**src/rtl/des_key_sched.sv**
```systemverilog
// DES / 3DES round-subkey generator streaming 48-bit subkeys over a valid/ready handshake.
// Optional key parity checking is enabled by defining KS_PARITY_CHK_EN.
module des_key_sched #(
   parameter int NKEYS = 3
) (
   input  logic                 clk,
   input  logic                 rst,
   input  logic                 key_valid,
   output logic                 key_ready,
   input  logic [64*NKEYS-1:0]  key_in,
   input  logic                 decrypt,
   output logic                 sk_valid,
   input  logic                 sk_ready,
   output logic [47:0]          sk_data,
   output logic [3:0]           sk_round,
   output logic [1:0]           sk_stage,
   output logic                 sk_last,
   output logic                 parity_err
);

   generate
      if (NKEYS < 1 || NKEYS > 3) begin : g_bad_nkeys
         $error("des_key_sched: NKEYS must be 1, 2 or 3");
      end
   endgenerate

   localparam int NSTAGES = (NKEYS == 1) ? 1 : 3;
   localparam logic [1:0] LAST_STAGE = 2'(NSTAGES - 1);

   localparam int PC1_TAB [56] = '{
      57, 49, 41, 33, 25, 17,  9,  1, 58, 50, 42, 34, 26, 18,
      10,  2, 59, 51, 43, 35, 27, 19, 11,  3, 60, 52, 44, 36,
      63, 55, 47, 39, 31, 23, 15,  7, 62, 54, 46, 38, 30, 22,
      14,  6, 61, 53, 45, 37, 29, 21, 13,  5, 28, 20, 12,  4};

   localparam int PC2_TAB [48] = '{
      14, 17, 11, 24,  1,  5,  3, 28, 15,  6, 21, 10,
      23, 19, 12,  4, 26,  8, 16,  7, 27, 20, 13,  2,
      41, 52, 31, 37, 47, 55, 30, 40, 51, 45, 33, 48,
      44, 49, 39, 56, 34, 53, 46, 42, 50, 36, 29, 32};

   // Tables use DES numbering: position 1 is the MSB of the vector.
   function automatic logic [55:0] perm_pc1(input logic [63:0] k);
      logic [55:0] r;
      r = '0;
      for (int i = 0; i < 56; i++) r[6'(55 - i)] = k[6'(64 - PC1_TAB[i])];
      return r;
   endfunction

   function automatic logic [47:0] perm_pc2(input logic [55:0] cd);
      logic [47:0] r;
      r = '0;
      for (int i = 0; i < 48; i++) r[6'(47 - i)] = cd[6'(56 - PC2_TAB[i])];
      return r;
   endfunction

   function automatic logic [1:0] shift_amt(input logic [3:0] r);
      return (r == 4'd0 || r == 4'd1 || r == 4'd8 || r == 4'd15) ? 2'd1 : 2'd2;
   endfunction

   function automatic logic [27:0] rotl28(input logic [27:0] x, input logic [1:0] n);
      return (n == 2'd2) ? {x[25:0], x[27:26]} : {x[26:0], x[27]};
   endfunction

   function automatic logic [27:0] rotr28(input logic [27:0] x, input logic [1:0] n);
      return (n == 2'd2) ? {x[1:0], x[27:2]} : {x[0], x[27:1]};
   endfunction

   typedef enum logic [1:0] {IDLE, PC1, GEN} state_t;
   state_t state, state_nxt;

   logic [64*NKEYS-1:0] key_q;
   logic                dec_q;
   logic [27:0]         c_q, d_q;
   logic [3:0]          round_q;
   logic [1:0]          stage_q, key_idx;
   logic [63:0]         k1, k2, k3, stage_key;
   logic [1:0]          shift_l, shift_r;
   logic [55:0]         cd_rotl, cd_rotr;
   logic                enc_sched, round_last, stage_last;

   // Missing keys alias K1, so NKEYS=2 gets K3=K1 and NKEYS=1 always picks K1.
   assign k1 = key_q[63:0];
   generate
      if (NKEYS >= 2) begin : g_k2
         assign k2 = key_q[127:64];
      end else begin : g_k2_dup
         assign k2 = k1;
      end
      if (NKEYS >= 3) begin : g_k3
         assign k3 = key_q[191:128];
      end else begin : g_k3_dup
         assign k3 = k1;
      end
   endgenerate

   always_comb begin
      key_idx = dec_q ? (2'd2 - stage_q) : stage_q;
      case (key_idx)
         2'd0:    stage_key = k1;
         2'd1:    stage_key = k2;
         default: stage_key = k3;
      endcase
   end

   assign enc_sched  = ~(stage_q[0] ^ dec_q);
   assign shift_l    = shift_amt(round_q);
   assign shift_r    = shift_amt(4'd15 - round_q);
   assign cd_rotl    = {rotl28(c_q, shift_l), rotl28(d_q, shift_l)};
   assign cd_rotr    = {rotr28(c_q, shift_r), rotr28(d_q, shift_r)};
   assign round_last = (round_q == 4'd15);
   assign stage_last = (stage_q == LAST_STAGE);

   // NOTE: every variable is given a default before the case, so no latch is inferred.
   always_comb begin
      state_nxt = state;
      case (state)
         IDLE:    if (key_valid) state_nxt = PC1;
         PC1:     state_nxt = GEN;
         GEN:     if (sk_ready && round_last) state_nxt = stage_last ? IDLE : PC1;
         default: state_nxt = IDLE;
      endcase
   end

   assign key_ready = (state == IDLE);
   assign sk_valid  = (state == GEN);
   assign sk_data   = sk_valid ? perm_pc2(enc_sched ? cd_rotl : {c_q, d_q}) : '0;
   assign sk_round  = round_q;
   assign sk_stage  = stage_q;
   assign sk_last   = sk_valid && round_last && stage_last;

   // NOTE: sequential state is assigned with <= so every register samples pre-edge values.
   always_ff @(posedge clk) begin
      if (rst) begin
         state   <= IDLE;
         c_q     <= '0;
         d_q     <= '0;
         round_q <= '0;
         stage_q <= '0;
      end else begin
         state <= state_nxt;
         case (state)
            IDLE: if (key_valid) begin
               stage_q <= '0;
               round_q <= '0;
            end
            PC1: begin
               {c_q, d_q} <= perm_pc1(stage_key);
               round_q    <= '0;
            end
            GEN: if (sk_ready) begin
               {c_q, d_q} <= enc_sched ? cd_rotl : cd_rotr;
               if (round_last) begin
                  round_q <= '0;
                  stage_q <= stage_last ? 2'd0 : stage_q + 2'd1;
               end else begin
                  round_q <= round_q + 4'd1;
               end
            end
            default: ;
         endcase
      end
   end

   // NOTE: key and direction are always loaded before they are read, so they carry no reset.
   always_ff @(posedge clk) begin
      if (key_ready && key_valid) begin
         key_q <= key_in;
         dec_q <= decrypt;
      end
   end

`ifdef KS_PARITY_CHK_EN
   logic [8*NKEYS-1:0] byte_ok;
   for (genvar g = 0; g < 8 * NKEYS; g++) begin : g_par
      assign byte_ok[g] = ^key_in[8*g +: 8];
   end

   always_ff @(posedge clk) begin
      if (rst) parity_err <= 1'b0;
      else if (key_ready && key_valid) parity_err <= ~&byte_ok;
   end
`else
   assign parity_err = 1'b0;
`endif

endmodule

```
**config.mk**
```make
export PLATFORM = sky130hd
export DESIGN_NAME = des_key_sched
export DESIGN_NICKNAME = d
export VERILOG_FILES = /design/src/rtl/des_key_sched.sv
export SDC_FILE = /design/constraint.sdc
export NUM_CORES = 1
export LEC_CHECK = 0
export CORE_AREA = 5 5 130 193
export CTS_CLUSTER_DIAMETER = 100
export DETAILED_ROUTE_END_ITERATION = 8
export DIE_AREA = 0 0 135 198
export GPL_ROUTABILITY_DRIVEN = 0
export GPL_TIMING_DRIVEN = 0
export PLACE_DENSITY = 0.6
export RECOVER_POWER = 100
export SYNTH_ARGS = -nofsm -noshare
export SYNTH_HDL_FRONTEND = slang
export SYNTH_SLANG_ARGS = --single-unit
```
**constraint.sdc**
```tcl
create_clock -name clk -period 3.85 [get_ports clk]
set_clock_uncertainty 0.2 [all_clocks]
set_input_delay 0.77 -clock clk [delete_from_list [all_inputs] [get_ports clk]]
set_output_delay 0.77 -clock clk [all_outputs]
set_load 0.01 [all_outputs]
```
* Word-level counts from Yosys, hierarchy flattened *
Cells that the tools add are included.

word-level totals
  register bits = 222
  input bits = 197
  output and inout bits = 58

operators by class
  $add $sub $neg = 4
  equality and inequality tests = 16
  multiplexer cells = 28
  bitwise gates (word level) = 1
  reductions and logical operators = 21

operators by type and width
  operator               number
  $mux W28               6
  $pmux W28 S2           2
  $pmux W29 S2           1
  $mux W56               1
  $mux W32               1
  $mux W31               1
  $mux W2                9
  $eq A4 B4 Y1 const B   4
  $mux W4                3
  $pmux W4 S3            1
  $eq A2 B2 Y1 const B   4
  $eq A4 B1 Y1 const B   2
  $logic_not A4 Y1       2
  $logic_or A1 B1 Y1     6
  $ne A2 B1 Y1 const B   3
  $pmux W2 S3            1
  $add A4 B1 Y4 const B  1
  $eq A2 B1 Y1 const B   2
  $logic_and A1 B1 Y1    4
  $logic_not A2 Y1       2
  $pmux W2 S2            1
  $reduce_and A2 Y1      2
  $reduce_and A4 Y1      1
  $reduce_bool A2 Y1     2
  other kinds (8)        8

* Longest topological paths before layout *
  depth in word-level cells = 11
  depth in mapped cells = 9
  mapped depth without buffers = 7

* Worst setup path after synthesis *
OpenSTA, ideal clock, no wires.

  kind = reg-to-output
  start = register round_q[1] (netlist: sk_round[1])
  end = output port sk_data[1]
  data arrival time = 1.956 ns
  data required time = 2.880 ns
  setup slack = 0.924 ns
  cell stages (with the launch flop) = 10
  path buffers = 2
  cells stage by stage = dfxtp_1 -> inv_1 -> ha_1 -> nor2b_2 -> o21ba_1 -> buf_4 -> nor2_8 -> buf_4 -> nand2_1 -> a311oi_1

on the way
  word-level cells in the longest chain between the ends = 9

ends and longest elaborated chain
  element                                           RTL line  text
  start: declaration                                75        logic [3:0] round_q;
  start signal: assignment                          157       round_q <= round_q + 4'd1;
  $eq A4 B1 Y1 or $logic_not A4 Y1 (tied branches)  58        return (r == 4'd0 || r == 4'd1 || r == 4'd8 || r == 4'd15) ? 2'd1 : 2'd2;
  $logic_or A1 B1 Y1 (2 in series)                  58
  $logic_or A1 B1 Y1 *                              58
  $mux W2 *                                         58
  $eq A2 B2 Y1 *                                    62        return (n == 2'd2) ? {x[25:0], x[27:26]} : {x[26:0], x[27]};
  $mux W28 *                                        62
  $mux W31 *                                        127       assign sk_data = sk_valid ? perm_pc2(enc_sched ? cd_rotl : {c_q, d_q}) : '0;
  $mux W32 *                                        127
  end: declaration                                  14        output logic [47:0] sk_data,

Mark *: on every way between the ends. The rest lies on a longest branch, timed or not. The select of a mux whose other input is x is not followed.

* Worst setup path in the final report *
  start = register round_q[1] (netlist: sk_round[1])
  end = output port sk_data[15]

The elaborated chain is that of the path after synthesis.

==> results.json <==
{
  "grt_pass1_vias": 5992,
  "synth-edff-count": 49,
  "rsz0062_at_grt": "false",
  "r2r-end": "d_q[9]",
  "drive_above_1_share": 0.196,
  "layout_commonest_cell": "nand2_1",
  "r2r_start": "sk_stage[0]",
  "ys.flop_type": "dfxtp_1",
  "ir_worst_vdd_uv": 258,
  "p_per_area_nw_per_um2": 385,
  "clkTransAtPathRegs_ns": 0.06,
  "dp_slack_ns": 0.0502,
  "worst_pin_slew_ns": 1.02,
  "gr-total-overflow": 0,
  "cts_root_buffer": "clkbuf_16",
  "grt_usage": 0.148,
  "async_reset_ff_frac": 0,
  "layout_setup_ws_ns": 0.0765,
  "antenna_cells": 0,
  "final_hold_viol_count": 0,
  "drt_iter0_drc": 310,
  "routed.top_layer": "met4",
  "max_clock_freq_mhz": 265,
  "postCtsHoldBufs": 0,
  "nNetsFinal": 1062,
  "synthCells": 729,
  "viasPerCell": 5.07,
  "fin_area_sq_um": 8760,
  "die-height_um": 198,
  "drc": 0,
  "grt_max_degree": 44,
  "layout_common_cells": "175 x nand2_1, 62 x dfxtp_1, 58 x dlygate4sd3_1",
  "port_buffers": 87,
  "post_drt_wl_per_cell_um": 16.8,
  "cts_setup_buffers": 0,
  "status": "finished, final reports clean",
  "die_area_sq_um": 26700,
  "row_count": 68,
  "cp-endpoint": "sk_data[15]",
  "yosysUniqueCellTypes": 60,
  "clockBufferDepth": 2,
  "cp-end-kind": "output port",
  "period_minus_slack_ns": 3.77,
  "dr.pass1.iters": 5,
  "num_vias": 6013,
  "ys_ff_latch": 113,
  "wl_met1_um": 7930,
  "antenna_found_initial": 0,
  "critPathMaxFanout": 10,
  "hp-class": "flop to flop",
  "synth-seq-area-share": 0.404,
  "fin_crit_sh": 0.980,
  "maxCapViolCount": 0,
  "crit_top_cell": "buf_4",
  "grt_pass1_wl_um": 31800,
  "ys_warn_count": 0,
  "p_leak_nw": 3.28,
  "io_pins": 255,
  "drtAntennaViolNets": 0,
  "r2r_cells": 8,
  "max_stage_delay_ns": 0.44,
  "dr_wl_met3_um": 1110,
  "clock_sinks": 113,
  "hpwl_um": 14600,
  "cts_made_buffers": 17,
  "die_w_um": 135,
  "crit_path_start_kind": "flop",
  "required_ns": 2.88,
  "tns_ns": 0,
  "dpl_cell_area_sq_um": 8190,
  "slew_headroom": 0.317,
  "crit_slowest_cell": "a311oi_1",
  "startpoint": "sk_round[1]",
  "utilization": 0.380,
  "wl_met2_um": 10200,
  "syn_area_per_cell_sq_um": 9.35,
  "crit_chain": "inv_1 -> ha_1 -> nor2b_2 -> o21ba_1 -> buf_4 -> nor2_8 -> buf_4 -> nand2_1 -> a311oi_1 -> dlygate4sd2_1",
  "synthToLayoutAreaGrowth_pct": 28.5,
  "finalSetupViolCount": 0,
  "cts.htree.levels": 4,
  "slew_violations": 0,
  "core_area_sq_um": 23100,
  "worst_ep_arrival_time_ns": 2.80,
  "criticalPathCategory": "flop to output port",
  "cts_tree": "yes",
  "worstSkewPairLatency_ns": 0.42,
  "synth_area_sq_um": 6820,
  "reg2reg_slack_ns": 1.08,
  "initial_utilization": 0.296,
  "drt_wl_total_um": 19900
}
-- how the worst min path moves through the flow --
stage / slack [ns] / endpoint / startpoint / cells past startpoint
after detailed placement: 0.33 / c_q[2] / c_q[2] / 2
after CTS: 0.34 / c_q[2] / c_q[2] / 2
after floorplan: 0.27 / c_q[2] / c_q[2] / 2
after global routing: 0.38 / c_q[2] / c_q[2] / 2
after global placement: 0.34 / c_q[2] / c_q[2] / 2
final: 0.36 / c_q[2] / c_q[2] / 2
-- what timing repair did --
item	CTS	global route
endpoints found under the setup margin	26	2
gates resized for setup	48	2
hold endpoints to repair	0	0
pin swaps	0	1
-- per-stage QoR --
stage / total power, W / std cells / hold slack (ns)
finish: 0.00338 / 1186 / 0.361
global route: 0.00349 / 1186 / 0.380
CTS: 0.00342 / 1186 / 0.343
detailed placement: 0.00179 / 1154 / 0.332
global placement: 0.00178 / 1153 / 0.338
floorplan: 0.00162 / 751 / 0.272
-- power breakdown --
part,internal [W],switching [W]
Clock,0.000973,0.000649
Sequential,0.00131,0.0000404
Combinational,0.000159,0.000238
-- cells in the mapped netlist, drive strengths merged (5+ instances only) --
cell / instances / share of area
mux2: 40 / 0.085
a221o: 43 / 0.063
inv: 7 / 0.0039
nand3: 14 / 0.011
buf: 66 / 0.064
a311oi: 28 / 0.036
nor2: 55 / 0.034
edfxtp: 49 / 0.22
a31oi: 6 / 0.0064
clkbuf: 15 / 0.012
dfxtp: 64 / 0.19
a32o: 11 / 0.016
clkdlybuf4s50: 6 / 0.0099
nand2b: 5 / 0.0050
mux2i: 7 / 0.010
and3: 8 / 0.0077
a21oi: 62 / 0.048
a221oi: 14 / 0.018
ha: 7 / 0.013
nand2: 177 / 0.099
-- flip-flops by register name (all words and copies together) (netlist names) --
register / count
key_q: 48
c_q: 28
d_q: 28
sk_round: 4
sk_stage: 2
state: 2
dec_q: 1
-- metal layers --
layer | vias up | global-route usage
met3 | 48 | 0.0267
met1 | 2835 | 0.167
met5 | - | 0
met4 | 0 | 0.0713
li1 | 2893 | -
met2 | 237 | 0.269
-- layout make-up --
type                    instances  area (sq um)
multi-input cells             540          3540
fillers                      2310         14300
plain buffers                  91           604
well taps                     315           394
repair buffers                 88           840
flip-flops and latches        113          2760
inverters                       7          26.3
clock buffers                  17           425
clock inverters                15           173
-- cells by family (layout without fill, tap and decap cells) --
family | Yosys count | count (layout) | share of synthesized area
multiplexers | 47 | 47 | 0.0956
buffers and inverters | 98 | 218 | 0.0963
AO/OA/AOI/OAI | 185 | 185 | 0.213
flip-flops | 113 | 113 | 0.404
AND/OR/NAND/NOR | 277 | 277 | 0.176
other | 1 | 23 | 0.000550
adder cells (fa/ha/maj) | 7 | 7 | 0.0128
XOR/XNOR | 1 | 1 | 0.00128
-- critical path, delay by kind of cell, from the launching register on --
| family | cells | cell delay [ns] |
|---|---|---|
| buf+inv | 4 | 0.79 |
| compound gates | 2 | 0.62 |
| simple gates | 3 | 0.42 |
| flops | 1 | 0.37 |
| fa+ha+maj | 1 | 0.17 |
Power figures use the tool's default switching activity.
